[src/rtl/pe_pkg.sv]
// Shared types and helpers for the output-stationary MAC processing element.
// Provides the FSM state encoding, operand-mode constants and a width-generic saturating adder.
package pe_pkg;

  typedef enum logic [1:0] {
    ST_IDLE  = 2'd0,
    ST_ACC   = 2'd1,
    ST_FLUSH = 2'd2,
    ST_DONE  = 2'd3
  } pe_state_t;

  localparam logic MODE_UNSIGNED = 1'b0;
  localparam logic MODE_SIGNED   = 1'b1;

  // Widest accumulator sat_add can handle; operands live in the low w bits.
  localparam int SAT_MAX_W = 64;

  typedef struct packed {
    logic                 ovf;
    logic [SAT_MAX_W-1:0] sum;
  } sat_res_t;

  // Adds two w-bit values in w+1 bits, checking the signed or unsigned range
  // according to mode; on overflow clamps when sat=1, otherwise wraps.
  function automatic sat_res_t sat_add(
    input logic [SAT_MAX_W-1:0] a,
    input logic [SAT_MAX_W-1:0] b,
    input int                   w,
    input logic                 mode,
    input logic                 sat
  );
    logic [SAT_MAX_W:0] mask;
    logic [SAT_MAX_W:0] smax;
    logic [SAT_MAX_W:0] xa;
    logic [SAT_MAX_W:0] xb;
    logic [SAT_MAX_W:0] s;
    sat_res_t           r;
    mask = {(SAT_MAX_W+1){1'b1}} >> (SAT_MAX_W + 1 - w);
    smax = mask >> 1;
    xa   = {1'b0, a} & mask;
    xb   = {1'b0, b} & mask;
    if (mode && a[w-1]) xa = xa | ~mask;
    if (mode && b[w-1]) xb = xb | ~mask;
    s     = xa + xb;
    r.ovf = mode ? (s[w] != s[w-1]) : s[w];
    r.sum = s[SAT_MAX_W-1:0] & mask[SAT_MAX_W-1:0];
    if (r.ovf && sat) begin
      if (!mode)     r.sum = mask[SAT_MAX_W-1:0];
      else if (s[w]) r.sum = mask[SAT_MAX_W-1:0] & ~smax[SAT_MAX_W-1:0];
      else           r.sum = smax[SAT_MAX_W-1:0];
    end
    return r;
  endfunction

endpackage

[src/rtl/pe_mul_pipe.sv]
// Pipelined DATA_W x DATA_W multiplier carrying valid and signed mode with the product.
// Latency MUL_LAT cycles, one operand pair per cycle, never stalls.
module pe_mul_pipe
  import pe_pkg::*;
#(
  parameter int DATA_W  = 8,
  parameter int MUL_LAT = 2
) (
  input  logic                  clk,
  input  logic                  rst_n,
  input  logic                  in_vld,
  input  logic                  in_mode,
  input  logic [DATA_W-1:0]     in_a,
  input  logic [DATA_W-1:0]     in_b,
  output logic                  out_vld,
  output logic                  out_mode,
  output logic [2*DATA_W-1:0]   out_prod,
  output logic                  busy
);

  logic signed [DATA_W:0]     ext_a;
  logic signed [DATA_W:0]     ext_b;
  logic signed [2*DATA_W-1:0] prod;

  logic [MUL_LAT-1:0]   vld_q;
  logic [MUL_LAT-1:0]   mode_q;
  logic [2*DATA_W-1:0]  prod_q [MUL_LAT];

  // One extra bit lets a single signed multiplier serve both modes; the low
  // 2*DATA_W bits are exact for either interpretation.
  assign ext_a = {in_mode & in_a[DATA_W-1], in_a};
  assign ext_b = {in_mode & in_b[DATA_W-1], in_b};
  assign prod  = ext_a * ext_b;

  always_ff @(posedge clk or negedge rst_n) begin
    if (!rst_n) begin
      vld_q  <= '0;
      mode_q <= '0;
      for (int i = 0; i < MUL_LAT; i++) prod_q[i] <= '0;
    end else begin
      vld_q[0] <= in_vld;
      if (in_vld) begin
        mode_q[0] <= in_mode;
        prod_q[0] <= prod;
      end
      for (int i = 1; i < MUL_LAT; i++) begin
        vld_q[i] <= vld_q[i-1];
        if (vld_q[i-1]) begin
          mode_q[i] <= mode_q[i-1];
          prod_q[i] <= prod_q[i-1];
        end
      end
    end
  end

  assign out_vld  = vld_q[MUL_LAT-1];
  assign out_mode = mode_q[MUL_LAT-1];
  assign out_prod = prod_q[MUL_LAT-1];
  assign busy     = |vld_q;

endmodule

[src/rtl/pe_mac.sv]
// Output-stationary MAC PE: forwards operands east/south (1 cycle), accumulates products,
// drains one result MUL_LAT+2 cycles after drain; no backpressure, operands in FLUSH/DONE are not accumulated.
module pe_mac
  import pe_pkg::*;
#(
  parameter int DATA_W  = 8,
  parameter int ACC_W   = 32,
  parameter int MUL_LAT = 2,
  parameter int SAT     = 1
) (
  input  logic              clk,
  input  logic              rst_n,
  input  logic              in0_vld,
  input  logic [DATA_W-1:0] in0_data,
  input  logic              in1_vld,
  input  logic [DATA_W-1:0] in1_data,
  input  logic              pe_en,
  input  logic              signed_mode,
  input  logic              acc_clr,
  input  logic              drain,
  output logic              out0_vld,
  output logic [DATA_W-1:0] out0_data,
  output logic              out1_vld,
  output logic [DATA_W-1:0] out1_data,
  output logic              pe_doing,
  output logic              res_vld,
  output logic [ACC_W-1:0]  res_data,
  output logic              ovf
);

  localparam int              CNT_W    = $clog2(MUL_LAT + 1);
  localparam logic [CNT_W-1:0] CNT_LAST = CNT_W'(MUL_LAT);

  pe_state_t            state;
  pe_state_t            state_nxt;
  logic [CNT_W-1:0]     flush_cnt;
  logic                 flush_last;
  logic                 fire;

  logic                 p_vld;
  logic                 p_mode;
  logic [2*DATA_W-1:0]  p_prod;
  logic                 mul_busy;

  logic [ACC_W-1:0]     acc;
  logic [ACC_W-1:0]     acc_base;
  logic [ACC_W-1:0]     acc_nxt;
  logic [ACC_W-1:0]     prod_ext;
  logic                 ovf_nxt;
  sat_res_t             add_res;

  always_ff @(posedge clk or negedge rst_n) begin
    if (!rst_n) begin
      out0_vld  <= 1'b0;
      out1_vld  <= 1'b0;
      out0_data <= '0;
      out1_data <= '0;
    end else begin
      out0_vld <= in0_vld;
      out1_vld <= in1_vld;
      if (in0_vld) out0_data <= in0_data;
      if (in1_vld) out1_data <= in1_data;
    end
  end

  assign fire = in0_vld & in1_vld & pe_en & (state != ST_FLUSH) & (state != ST_DONE);

  pe_mul_pipe #(
    .DATA_W  (DATA_W),
    .MUL_LAT (MUL_LAT)
  ) u_mul (
    .clk      (clk),
    .rst_n    (rst_n),
    .in_vld   (fire),
    .in_mode  (signed_mode),
    .in_a     (in0_data),
    .in_b     (in1_data),
    .out_vld  (p_vld),
    .out_mode (p_mode),
    .out_prod (p_prod),
    .busy     (mul_busy)
  );

  always_ff @(posedge clk or negedge rst_n) begin
    if (!rst_n) state <= ST_IDLE;
    else        state <= state_nxt;
  end

  always_comb begin
    state_nxt = state;
    case (state)
      ST_IDLE:  if (drain) state_nxt = ST_FLUSH;
                else if (fire) state_nxt = ST_ACC;
      ST_ACC:   if (drain) state_nxt = ST_FLUSH;
      ST_FLUSH: if (flush_last) state_nxt = ST_DONE;
      ST_DONE:  state_nxt = ST_IDLE;
      default:  state_nxt = ST_IDLE;
    endcase
  end

  always_comb begin
    res_vld  = (state == ST_DONE);
    pe_doing = (state != ST_IDLE) | mul_busy;
  end

  // FLUSH spans MUL_LAT+1 cycles so a fire taken with the drain still lands.
  always_ff @(posedge clk or negedge rst_n) begin
    if (!rst_n)                flush_cnt <= '0;
    else if (state != ST_FLUSH) flush_cnt <= '0;
    else                        flush_cnt <= flush_cnt + 1'b1;
  end

  assign flush_last = (state == ST_FLUSH) && (flush_cnt == CNT_LAST);

  assign prod_ext = p_mode ? ACC_W'($signed(p_prod)) : ACC_W'(p_prod);
  assign acc_base = acc_clr ? '0 : acc;
  assign add_res  = sat_add(SAT_MAX_W'(acc_base), SAT_MAX_W'(prod_ext), ACC_W, p_mode, SAT != 0);

  generate
    if (ACC_W < SAT_MAX_W) begin : g_sum_hi
      logic unused_sum_hi;
      assign unused_sum_hi = ^add_res.sum[SAT_MAX_W-1:ACC_W];
    end
  endgenerate

  // Clear applies before a same-cycle product; DONE empties the PE for the next tile.
  always_comb begin
    acc_nxt = acc_base;
    ovf_nxt = acc_clr ? 1'b0 : ovf;
    if (p_vld) begin
      acc_nxt = add_res.sum[ACC_W-1:0];
      ovf_nxt = ovf_nxt | add_res.ovf;
    end
    if (state == ST_DONE) begin
      acc_nxt = '0;
      ovf_nxt = 1'b0;
    end
  end

  always_ff @(posedge clk or negedge rst_n) begin
    if (!rst_n) begin
      acc      <= '0;
      ovf      <= 1'b0;
      res_data <= '0;
    end else begin
      acc <= acc_nxt;
      ovf <= ovf_nxt;
      if (flush_last) res_data <= acc_nxt;
    end
  end

endmodule
[config.mk]
export PLATFORM = sky130hd
export DESIGN_NAME = pe_mac
export DESIGN_NICKNAME = d
export VERILOG_FILES = /design/src/rtl/pe_pkg.sv /design/src/rtl/pe_mul_pipe.sv /design/src/rtl/pe_mac.sv
export SDC_FILE = /design/constraint.sdc
export NUM_CORES = 1
export LEC_CHECK = 0
export BUFFER_PORTS_ARGS = -buffer_cell sky130_fd_sc_hd__buf_2
export CAP_MARGIN = 5
export CORE_MARGIN = 1
export CORE_UTILIZATION = 35
export CTS_BUF_LIST = sky130_fd_sc_hd__clkbuf_2 sky130_fd_sc_hd__clkbuf_4 sky130_fd_sc_hd__clkbuf_8
export DETAILED_ROUTE_END_ITERATION = 12
export PLACE_DENSITY_LB_ADDON = 0.08
export SLEW_MARGIN = 25
export SYNTH_ARGS = -nofsm -noshare
export SYNTH_HDL_FRONTEND = slang
export SYNTH_HIERARCHICAL = 1
export SYNTH_SLANG_ARGS = --single-unit
export TNS_END_PERCENT = 50
[constraint.sdc]
create_clock -name clk -period 5.6 [get_ports clk]
set_clock_uncertainty 0.15 [all_clocks]
set_input_delay 1.12 -clock clk [delete_from_list [all_inputs] [get_ports clk]]
set_output_delay 1.12 -clock clk [all_outputs]
set_load 0.005 [all_outputs]
==> key figures, run 1 <==
CTS
  • Post CTS Setup Buffer Count: 0
  • TritonCTS clock tree: built
  • Clock buffer count from CTS: 17
  • Clk Latency, worst-skew pair: around 460 ps
  • Clock tree buffer depth: 2
  • Post_cts resized: 0
  • H-tree levels: 4
  • Hold-fix buffers, CTS: 0
  • Worst-path clk slew: roughly 80 ps
  • TritonCTS Sinks: between 100 and 150
  • Clock root cell: clkbuf_8

Cells and area
  • Ant. Diodes: 0
  • Final non-filler cell total: around 1600
  • Area growth, synth to finish: 16.1%
  • Fill cells: just under 3000
  • Fin util: between 40% and 50%
  • Nets: between 1000 and 1500
  • Ratio of cells with drive above 1 in the final layout: between 20% and 30%

Detailed routing
  • Routed via count: between 7000 and 8000
  • Avg WL per Cell: roughly 17 um
  • Post-Route WL: roughly 27000 um
  • Vias per cell: 5.03
  • Initial DRC Count: 452
  • Number of remaining DRC errors: 0
  • Drt first pass iters: 5
  • Antenna Nets Post-Route: 0

Yosys
  • Synth area leader: dfrtp_1
  • Syn avg cell area: around 9.5 um^2
  • Asr flop ratio synth: 100%
  • Syn Std Cell Area: 10200 um^2
  • Post-Syn Instances: ~1100
  • Library cells used by synthesis: 87
  • Dominant synthesized flop cell: dfrtp_1
  • Seq cells post-synth: between 100 and 150
  • Ys Warns: 6
  • Yosys top cell area share: 30.1%
  • Main area contributors after synthesis: dfrtp_1 30%, fa_1 13%, ha_1 6.9%, mux2_2 6.6%, inv_1 4.2%
  • Sequential share of the synthesized area: between 30% and 40%
  • Mapped Nets: roughly 1200
  • Post-synth EDFFs: 0

Die
  • Top-Level Pins: just under 80
  • Width of the die: between 150 and 200 um
  • Starting Density: 35.6%
  • Core outline area: ~29000 um^2
  • Cell Rows: 62
  • Die height: around 170 um
  • Die area: between 20000 and 30000 um^2

STA
  • Peak Freq: roughly 0.19 GHz
  • RSZ-0062 raised after global routing: false
  • Crit path setup slack, layout: between 200 and 300 ps
  • Final hold vios: 0
  • Final setup violation count: 0
  • Slew headroom: 43.3%
  • Fin crit share: 94.9%
  • Least-Margin Pin Slew: 851 ps
  • Hold_ws: about 270 ps
  • Post-route minimum period: around 5300 ps
  • Max-slew violation count: 0

Power
  • Combinational share of power: 54.1%
  • Power share of the sequential group: between 20% and 30%
  • Power per cell area: 399 nW/um^2
  • Leakage: just under 6 nW
  • Net switching power: between 1.5 and 2 mW
  • Maximum VDD drop: around 0.19 mV
  • Int Pwr: roughly 2.8 mW
  • Total Power: approximately 4.7 mW
  • Clock share of power: between 10% and 20%
  • Switching part of the total power: around two fifths

Global routing
  • Overflow after GRT: 0
  • Number of global-route vias before repair: between 8000 and 9000
  • Antenna violations before repair: 0
  • Total GRT Usage: between 10% and 20%
  • Largest net degree at the start of global routing: 88
  • First-pass GRT wire length: 44700 um

Worst setup path
  • Top cell by count, worst path: fa_1
  • Reg2Reg Depth: 14
  • Crit path launch type: primary input
  • Worst R2R Start: u_mul/out_prod[15]$_DFFE_PN0P_
  • Slowest CP cell: fa_1
  • Arrival time of the worst setup path: between 5000 and 6000 ps
  • Type of destination of the critical path: flop
  • Critical path peak fanout: 5
  • Crit Path Category: primary input to flop
  • Worst reg2reg setup slack: 1250 ps
  • Top Family by Delay on Critical Path: adder cells
  • Crit-path cells: buf_2 -> and2_4 -> nand2_2 -> fa_1 -> inv_2 -> fa_1 -> inv_1 -> fa_1 -> inv_1 -> fa_1 -> ha_1 -> ha_2 -> or4_4 -> o2111a_1 -> or4b_1 -> o221ai_1
  • R2R Path End: res_data[25]$_DFFE_PN0P_
  • Worst path max stage delay: between 500 and 600 ps
  • Buf/Inv on CP: 4
  • CP required: roughly 5800 ps

Hold path
  • Hold Startpoint: flush_cnt[0]$_DFF_PN0_
  • Min-delay worst type: flop to flop
  • Hold Path Depth: 1
  • WHS Endpoint: flush_cnt[0]$_DFF_PN0_

Placed design
  • GPL Wtd Cong: 0.873
  • Dpl ws: -207 ps
  • HPWL after DPL: around 21000 um
  • Port Buf Inserts: 76
  • Placed Instances: ~1600

Run status
  • Status: complete, no violations

Job
  • Max-Cap Viols: 0
-- worst max-delay path by stage --
stage | startpoint | to | slack [ps] | cells past startpoint
CTS | signed_mode | u_mul/prod_q[31]$_DFFE_PN0P_ | 300 | 17
floorplan | in0_data[7] | u_mul/prod_q[31]$_DFFE_PN0P_ | -50 | 16
global placement | signed_mode | u_mul/prod_q[31]$_DFFE_PN0P_ | -160 | 17
finish | signed_mode | u_mul/prod_q[31]$_DFFE_PN0P_ | 290 | 16
detailed placement | signed_mode | u_mul/prod_q[31]$_DFFE_PN0P_ | -210 | 15
global route | signed_mode | u_mul/prod_q[31]$_DFFE_PN0P_ | 110 | 17
-- flip-flops by register name (all words and copies together), names as in the netlist --
signal	flops
u_mul/prod_q	16
res_data	32
out1_data	8
state	2
u_mul/mode_q	2
acc	32
out0_data	8
ovf	1
out0_vld	1
u_mul/out_prod	16
flush_cnt	2
out1_vld	1
u_mul/vld_q	2
-- cells by family (layout without fill, tap and decap cells) --
| group | after synthesis | after routing | share of synthesized area, % |
|---|---|---|---|
| adder cells (fa/ha/maj) | 123 | 123 | 19.7 |
| multiplexers | 70 | 70 | 7.65 |
| XOR/XNOR | 36 | 36 | 3.36 |
| AND/OR/NAND/NOR | 338 | 338 | 17.3 |
| buffers and inverters | 182 | 310 | 7.65 |
| flip-flops | 123 | 123 | 30.1 |
| AO/OA/AOI/OAI | 205 | 205 | 14.2 |
-- through the flow --
step / setup TNS [ps] / instance area [um^2]
after floorplan: -49.9 / 10300
after global placement: -314 / 11500
after detailed placement: -462 / 11500
after CTS: 0 / 11900
after global routing: 0 / 11900
final: 0 / 11900
-- power by group through the flow --
stage | clock [mW] | combinational, mW | sequential [mW]
floorplan | 0 | 1.86 | 1.28
detailed placement | 0 | 2.57 | 1.35
finish | 0.840 | 2.56 | 1.33
CTS | 0.869 | 2.60 | 1.33
global placement | 0 | 2.57 | 1.35
global route | 0.902 | 2.91 | 1.38
-- layer usage --
layer	vias to the layer above	track usage [%]	share of wire (%)
met5	-	0	0
met4	0	4.50	1.1
met3	19	3.32	3.7
met2	145	29.4	46
met1	3919	27.0	50
li1	3903	-	-
-- placed cells by master, fill, tap and decap left out, drive strengths merged, types with 6 or more instances in the layout --
cell	instances
nand4	7
buf	165
a31oi	20
o2bb2ai	7
nand3	12
nor2b	34
xnor2	26
mux2	61
xor2	8
mux2i	9
nand3b	6
a211oi	9
or2	9
dfrtp	123
o21ai	43
nor3	20
inv	116
nand2b	18
fa	64
a21o	15
nand2	98
o211ai	11
and3	6
clkbuf	19
o21a	6
ha	56
and2	40
nor2	60
a21oi	31
-- layout make-up --
cell class / count / area, um^2 / area share [%]
clock buffers: 19 / 262 / 2.21
clock inverters: 13 / 141 / 1.19
inverters: 113 / 424 / 3.58
multi-input cells: 772 / 6400 / 54.0
flip-flops and latches: 123 / 3080 / 26.0
well taps: 384 / 480 / 4.05
repair buffers: 165 / 1070 / 9.00
-- synthesized netlist by cell type, drive strengths merged, types with 5 or more instances --
library cell,number
nand2,98
or2,9
and2,40
a21boi,5
nor3b,5
o2bb2ai,7
nand3,12
o31ai,5
a31oi,20
o211ai,11
o21a,6
mux2i,9
buf,30
fa,64
dfrtp,123
nor2,60
nor4,5
a21o,15
inv,113
xnor2,26
nor3,20
xor2,8
a221oi,5
nand4,7
mux2,61
o21ai,43
nor2b,34
nand2b,18
and3,6
ha,56
nand3b,6
clkbuf,39
a211oi,9
a21oi,31
Power figures use the tool's default switching activity.
==> run 2: changes to the inputs <==
- REMOVE_ABC_BUFFERS: default -> 1
==> key figures, run 2 (synthesis results as in run 1) <==
Run status
  • Status: complete, no violations

Power
  • Clock share of power: between 10% and 20%
  • Total Power: 4.74 mW
  • Maximum VDD drop: 0.136 mV
  • Combinational share of power: around 54%
  • Leakage: around 5.8 nW
  • Switching part of the total power: about 40%
  • Power share of the sequential group: approximately 28%
  • Net switching power: slightly below 2 mW
  • Power per cell area: ~400 nW/um^2
  • Int Pwr: around 2.8 mW

Detailed routing
  • Number of remaining DRC errors: 0
  • Avg WL per Cell: 16.7 um
  • Routed via count: 7892
  • Antenna Nets Post-Route: 0
  • Vias per cell: approximately 5
  • Post-Route WL: approximately 26000 um
  • Drt first pass iters: 5
  • Initial DRC Count: ~370

Die
  • Width of the die: between 150 and 200 um
  • Top-Level Pins: just under 80
  • Cell Rows: between 60 and 70
  • Starting Density: 35.6%
  • Die area: 29900 um^2
  • Core outline area: 28700 um^2
  • Die height: roughly 170 um

Cells and area
  • Area occupied by multi-input gates: between 6000 and 7000 um^2
  • Ratio of cells with drive above 1 in the final layout: a little under a quarter
  • Commonest non-fill, non-tap cells in the layout: 123 x dfrtp_1, 113 x inv_1, 96 x nand2_1
  • Nets: approximately 1300
  • Fill cells: between 2000 and 3000
  • Finished Cell Area: 11800 um^2
  • Ant. Diodes: 0
  • Largest registers: acc x32, res_data x32
  • Flip-flop and latch area: slightly above 3000 um^2
  • Area growth, synth to finish: 15.3%
  • Commonest non-fill, non-tap cell in the layout: dfrtp_1

STA
  • Max-slew violation count: 0
  • RSZ-0062 raised after global routing: false
  • Post-route minimum period: ~5500 ps
  • Peak Freq: 0.183 GHz
  • Final setup violation count: 0
  • Slew headroom: about 42%
  • Least-Margin Pin Slew: roughly 870 ps
  • Total negative slack: 0 ps
  • Hold_ws: about 270 ps
  • Fin crit share: between 90% and 100%
  • Final hold vios: 0

Global routing
  • Number of global-route vias before repair: about 8400
  • Total GRT Usage: 18.6%
  • Antenna violations before repair: 0
  • Overflow after GRT: 0
  • Largest net degree at the start of global routing: 90
  • First-pass GRT wire length: approximately 45000 um

CTS
  • Post CTS Setup Buffer Count: 0
  • H-tree levels: 4
  • TritonCTS clock tree: built
  • Post_cts resized: 0
  • Clock root cell: clkbuf_8
  • Clock tree buffer depth: 2
  • Clk Latency, worst-skew pair: 460 ps
  • Worst-path clk slew: approximately 70 ps
  • Clock buffer count from CTS: 17
  • Hold-fix buffers, CTS: 0
  • TritonCTS Sinks: approximately 120

Placed design
  • Port Buf Inserts: 76
  • GPL Wtd Cong: between 0.8 and 0.9
  • HPWL after DPL: about 21000 um
  • Placed Instance Area: between 10000 and 15000 um^2

Job
  • Max-Cap Viols: 0

Worst setup path
  • Crit path launch type: primary input
  • CP required: around 5800 ps
  • Crit Path Category: primary input to flop
  • Worst reg2reg setup slack: 1210 ps
  • Critical path peak fanout: 5
  • Type of destination of the critical path: flop
  • Arrival time of the worst setup path: ~5700 ps

Hold path
  • Min-delay worst type: flop to flop
## run 2: per-layer routing
| layer | wire, um | part of all wire (%) | global-route usage, % | vias up |
|---|---|---|---|---|
| met5 | 0 | 0 | 0 | - |
| met4 | 269 | 1.0 | 3.83 | 0 |
| met3 | 787 | 3.0 | 3.45 | 14 |
| met2 | 12700 | 48 | 31.3 | 106 |
| met1 | 12600 | 48 | 25.0 | 3895 |
| li1 | - | - | - | 3877 |
## run 2: worst max-delay path, stage by stage
cell and delay [ps]:
buf_2 140, and2_2 230, nand2_1 100, inv_1 80
fa_1 520, fa_1 440, fa_1 540, inv_1 50
fa_1 530, inv_1 40, ha_1 290, ha_1 220
or4_4 540, o2111a_1 270, or4b_1 490, o221ai_1 80
## run 2: final cells by class
type | instances | share of cell area (%)
Clock inverter | 10 | 0.978
Timing Repair Buffer | 155 | 8.64
Inverter | 113 | 3.60
Sequential cell | 123 | 26.1
Multi-Input combinational cell | 772 | 54.1
Clock buffer | 22 | 2.47
Tap cell | 384 | 4.08
## run 2: path summary, 6_finish.rpt
kind / startpoint / endpoint / depth (start not counted)
min: flush_cnt[0]$_DFF_PN0_ / flush_cnt[0]$_DFF_PN0_ / 1
max: signed_mode / u_mul/prod_q[31]$_DFFE_PN0P_ / 16
max reg2reg: u_mul/out_prod[15]$_DFFE_PN0P_ / res_data[1]$_DFFE_PN0P_ / 14
max in group asynchronous: rst_n / acc[25]$_DFF_PN0_ / 2
min in group asynchronous: rst_n / res_data[12]$_DFFE_PN0P_ / 1
min reg2reg: flush_cnt[0]$_DFF_PN0_ / flush_cnt[0]$_DFF_PN0_ / 1
## run 2: metrics by stage
stage	std cells	utilization (%)	setup WS [ps]
after floorplan	1008	-	-119
after global placement	1547	39.6	-389
after detailed placement	1547	39.6	-406
after CTS	1579	41.0	88.1
after global routing	1579	41.0	3.43
final	1579	41.0	132
## run 2: power by group through the flow
stage	Clock (mW)	Sequential, mW	Combinational [mW]
3_5_place_dp	0	1.35	2.60
5_1_grt	0.896	1.37	2.93
2_1_floorplan	0	1.30	1.68
3_3_place_gp	0	1.34	2.60
4_1_cts	0.867	1.33	2.61
6_report	0.836	1.33	2.57
==> run 3: changes to the inputs <==
- BUFFER_PORTS_ARGS: -buffer_cell sky130_fd_sc_hd__buf_2 -> default
- DONT_BUFFER_PORTS: default -> 1
==> key figures, run 3 (synthesis results as in run 1) <==
Run status
  • Status: complete, no violations

Global routing
  • First-pass GRT wire length: 42300 um
  • Antenna violations before repair: 0
  • Largest net degree at the start of global routing: ~120
  • Number of global-route vias before repair: 7719
  • Total GRT Usage: approximately 18%
  • Overflow after GRT: 0

Worst setup path
  • Worst path max stage delay: roughly 570 ps
  • Top cell by count, worst path: fa_1
  • Worst R2R Start: u_mul/out_prod[15]$_DFFE_PN0P_
  • Slowest CP cell: fa_1
  • CP required: between 5000 and 6000 ps
  • Crit Path Category: primary input to flop
  • Arrival time of the worst setup path: ~5600 ps
  • Type of destination of the critical path: flop
  • Crit path launch type: primary input
  • Reg2Reg Depth: 14
  • Crit-path cells: and2_1 -> nand2_1 -> fa_1 -> inv_2 -> fa_1 -> fa_1 -> inv_1 -> fa_1 -> inv_1 -> ha_1 -> ha_1 -> or4_4 -> o2111a_1 -> or4b_1 -> o221ai_1
  • Critical path peak fanout: 6
  • Worst reg2reg setup slack: ~940 ps
  • R2R Path End: res_data[23]$_DFFE_PN0P_

Die
  • Die height: 173 um
  • Core outline area: between 20000 and 30000 um^2
  • Top-Level Pins: 77
  • Cell Rows: 62
  • Width of the die: about 170 um
  • Starting Density: between 30 and 40%
  • Die area: about 30000 um^2

Power
  • Total Power: between 4 and 5 mW
  • Maximum VDD drop: ~0.18 mV
  • Leakage: 5.16 nW
  • Power per cell area: just over 400 nW/um^2

Job
  • Max-Cap Viols: 0

CTS
  • Clock tree buffer depth: 2
  • Hold-fix buffers, CTS: 0
  • Clock buffer count from CTS: 17
  • Clock root cell: clkbuf_8
  • Clk Latency, worst-skew pair: 460 ps
  • TritonCTS Sinks: 123
  • H-tree levels: 4
  • TritonCTS clock tree: built
  • Worst-path clk slew: ~90 ps

Cells and area
  • Area growth, synth to finish: 7.30%
  • Commonest non-fill, non-tap cell in the layout: dfrtp_1
  • Ant. Diodes: 0
  • Final non-filler cell total: between 1000 and 1500
  • Commonest non-fill, non-tap cells in the layout: 123 x dfrtp_1, 112 x inv_1, 98 x nand2_1
  • Nets: ~1200
  • Fill cells: just under 3000
  • Ratio of cells with drive above 1 in the final layout: 14.2%
  • Largest registers: acc x32, res_data x32

STA
  • Total negative slack: 0 ps
  • Least-Margin Pin Slew: 787 ps
  • Hold_ws: a little over 200 ps
  • Max-slew violation count: 0
  • Peak Freq: roughly 0.19 GHz
  • Fin crit share: roughly 95%
  • Post-route minimum period: 5330 ps
  • RSZ-0062 raised after global routing: false
  • Final hold vios: 0
  • Slew headroom: 47.2%
  • Final setup violation count: 0
  • Crit path setup slack, layout: 269 ps

Placed design
  • Placed Instances: between 1000 and 1500
  • Dpl ws: -248 ps
  • Port Buf Inserts: 0
  • HPWL after DPL: 19300 um
  • GPL Wtd Cong: a little under 0.9

Detailed routing
  • Routed via count: around 7500
  • Drt first pass iters: 5
  • Vias per cell: just over 5
  • Number of remaining DRC errors: 0
  • Initial DRC Count: 318
  • Antenna Nets Post-Route: 0
  • Avg WL per Cell: about 18 um
  • Post-Route WL: roughly 26000 um

Hold path
  • Min-delay worst type: primary input to async pin
-- run 3: cell count changes in the layout (fill, tap and decap cells not counted), sizes merged --
cell and delta:
buf -124, clkbuf -4, clkinv +2, inv +2
bufinv -1
-- run 3: repair_timing --
item	in CTS	in global routing
endpoints found under the setup margin	0	1
buffers inserted	0	0
gates resized for setup	0	1
hold endpoints to repair	0	0
-- run 3: critical path: cells and delay by family --
| family | cells | cell delay (ps) |
|---|---|---|
| buffers and inverters | 3 | 150 |
| and+or+nand+nor | 4 | 1380 |
| adders and majority gates | 6 | 2550 |
| AOI/OAI and AO/OA | 2 | 340 |
-- run 3: layout make-up --
class	count	area, um^2	share of cell area (%)
inverters	113	424	3.87
clock buffers	18	248	2.26
well taps	384	480	4.38
repair buffers	31	245	2.24
multi-input cells	772	6360	58.1
flip-flops and latches	123	3080	28.1
clock inverters	13	120	1.10
-- run 3: layer usage --
layer	global-route usage, %	vias to the layer above	wire, um
li1	-	3624	-
met1	24.1	3685	12000
met2	29.0	149	12000
met3	3.69	25	1240
met4	5.57	0	510
met5	0	-	0
-- run 3: how the worst max path moves through the flow --
stage / to / cells past startpoint / from / slack (ps)
3_3_place_gp: u_mul/prod_q[31]$_DFFE_PN0P_ / 15 / signed_mode / -190
5_1_grt: u_mul/prod_q[31]$_DFFE_PN0P_ / 15 / signed_mode / 20
3_5_place_dp: u_mul/prod_q[31]$_DFFE_PN0P_ / 15 / signed_mode / -250
2_1_floorplan: u_mul/prod_q[31]$_DFFE_PN0P_ / 15 / signed_mode / -120
4_1_cts: u_mul/prod_q[31]$_DFFE_PN0P_ / 15 / signed_mode / 260
6_report: u_mul/prod_q[31]$_DFFE_PN0P_ / 15 / signed_mode / 270
-- run 3: power breakdown --
group	internal, mW	switching [mW]	total (mW)
clock	0.363	0.413	0.776
combinational	1.04	1.25	2.29
sequential	1.15	0.213	1.36
-- run 3: metrics by stage --
| step | cell area (um^2) | util [%] |
|---|---|---|
| 6_report | 11000 | 38.2 |
| 3_5_place_dp | 10600 | 36.9 |
| 5_1_grt | 11000 | 38.2 |
| 2_1_floorplan | 9860 | - |
| 3_3_place_gp | 10600 | 36.9 |
| 4_1_cts | 11000 | 38.2 |
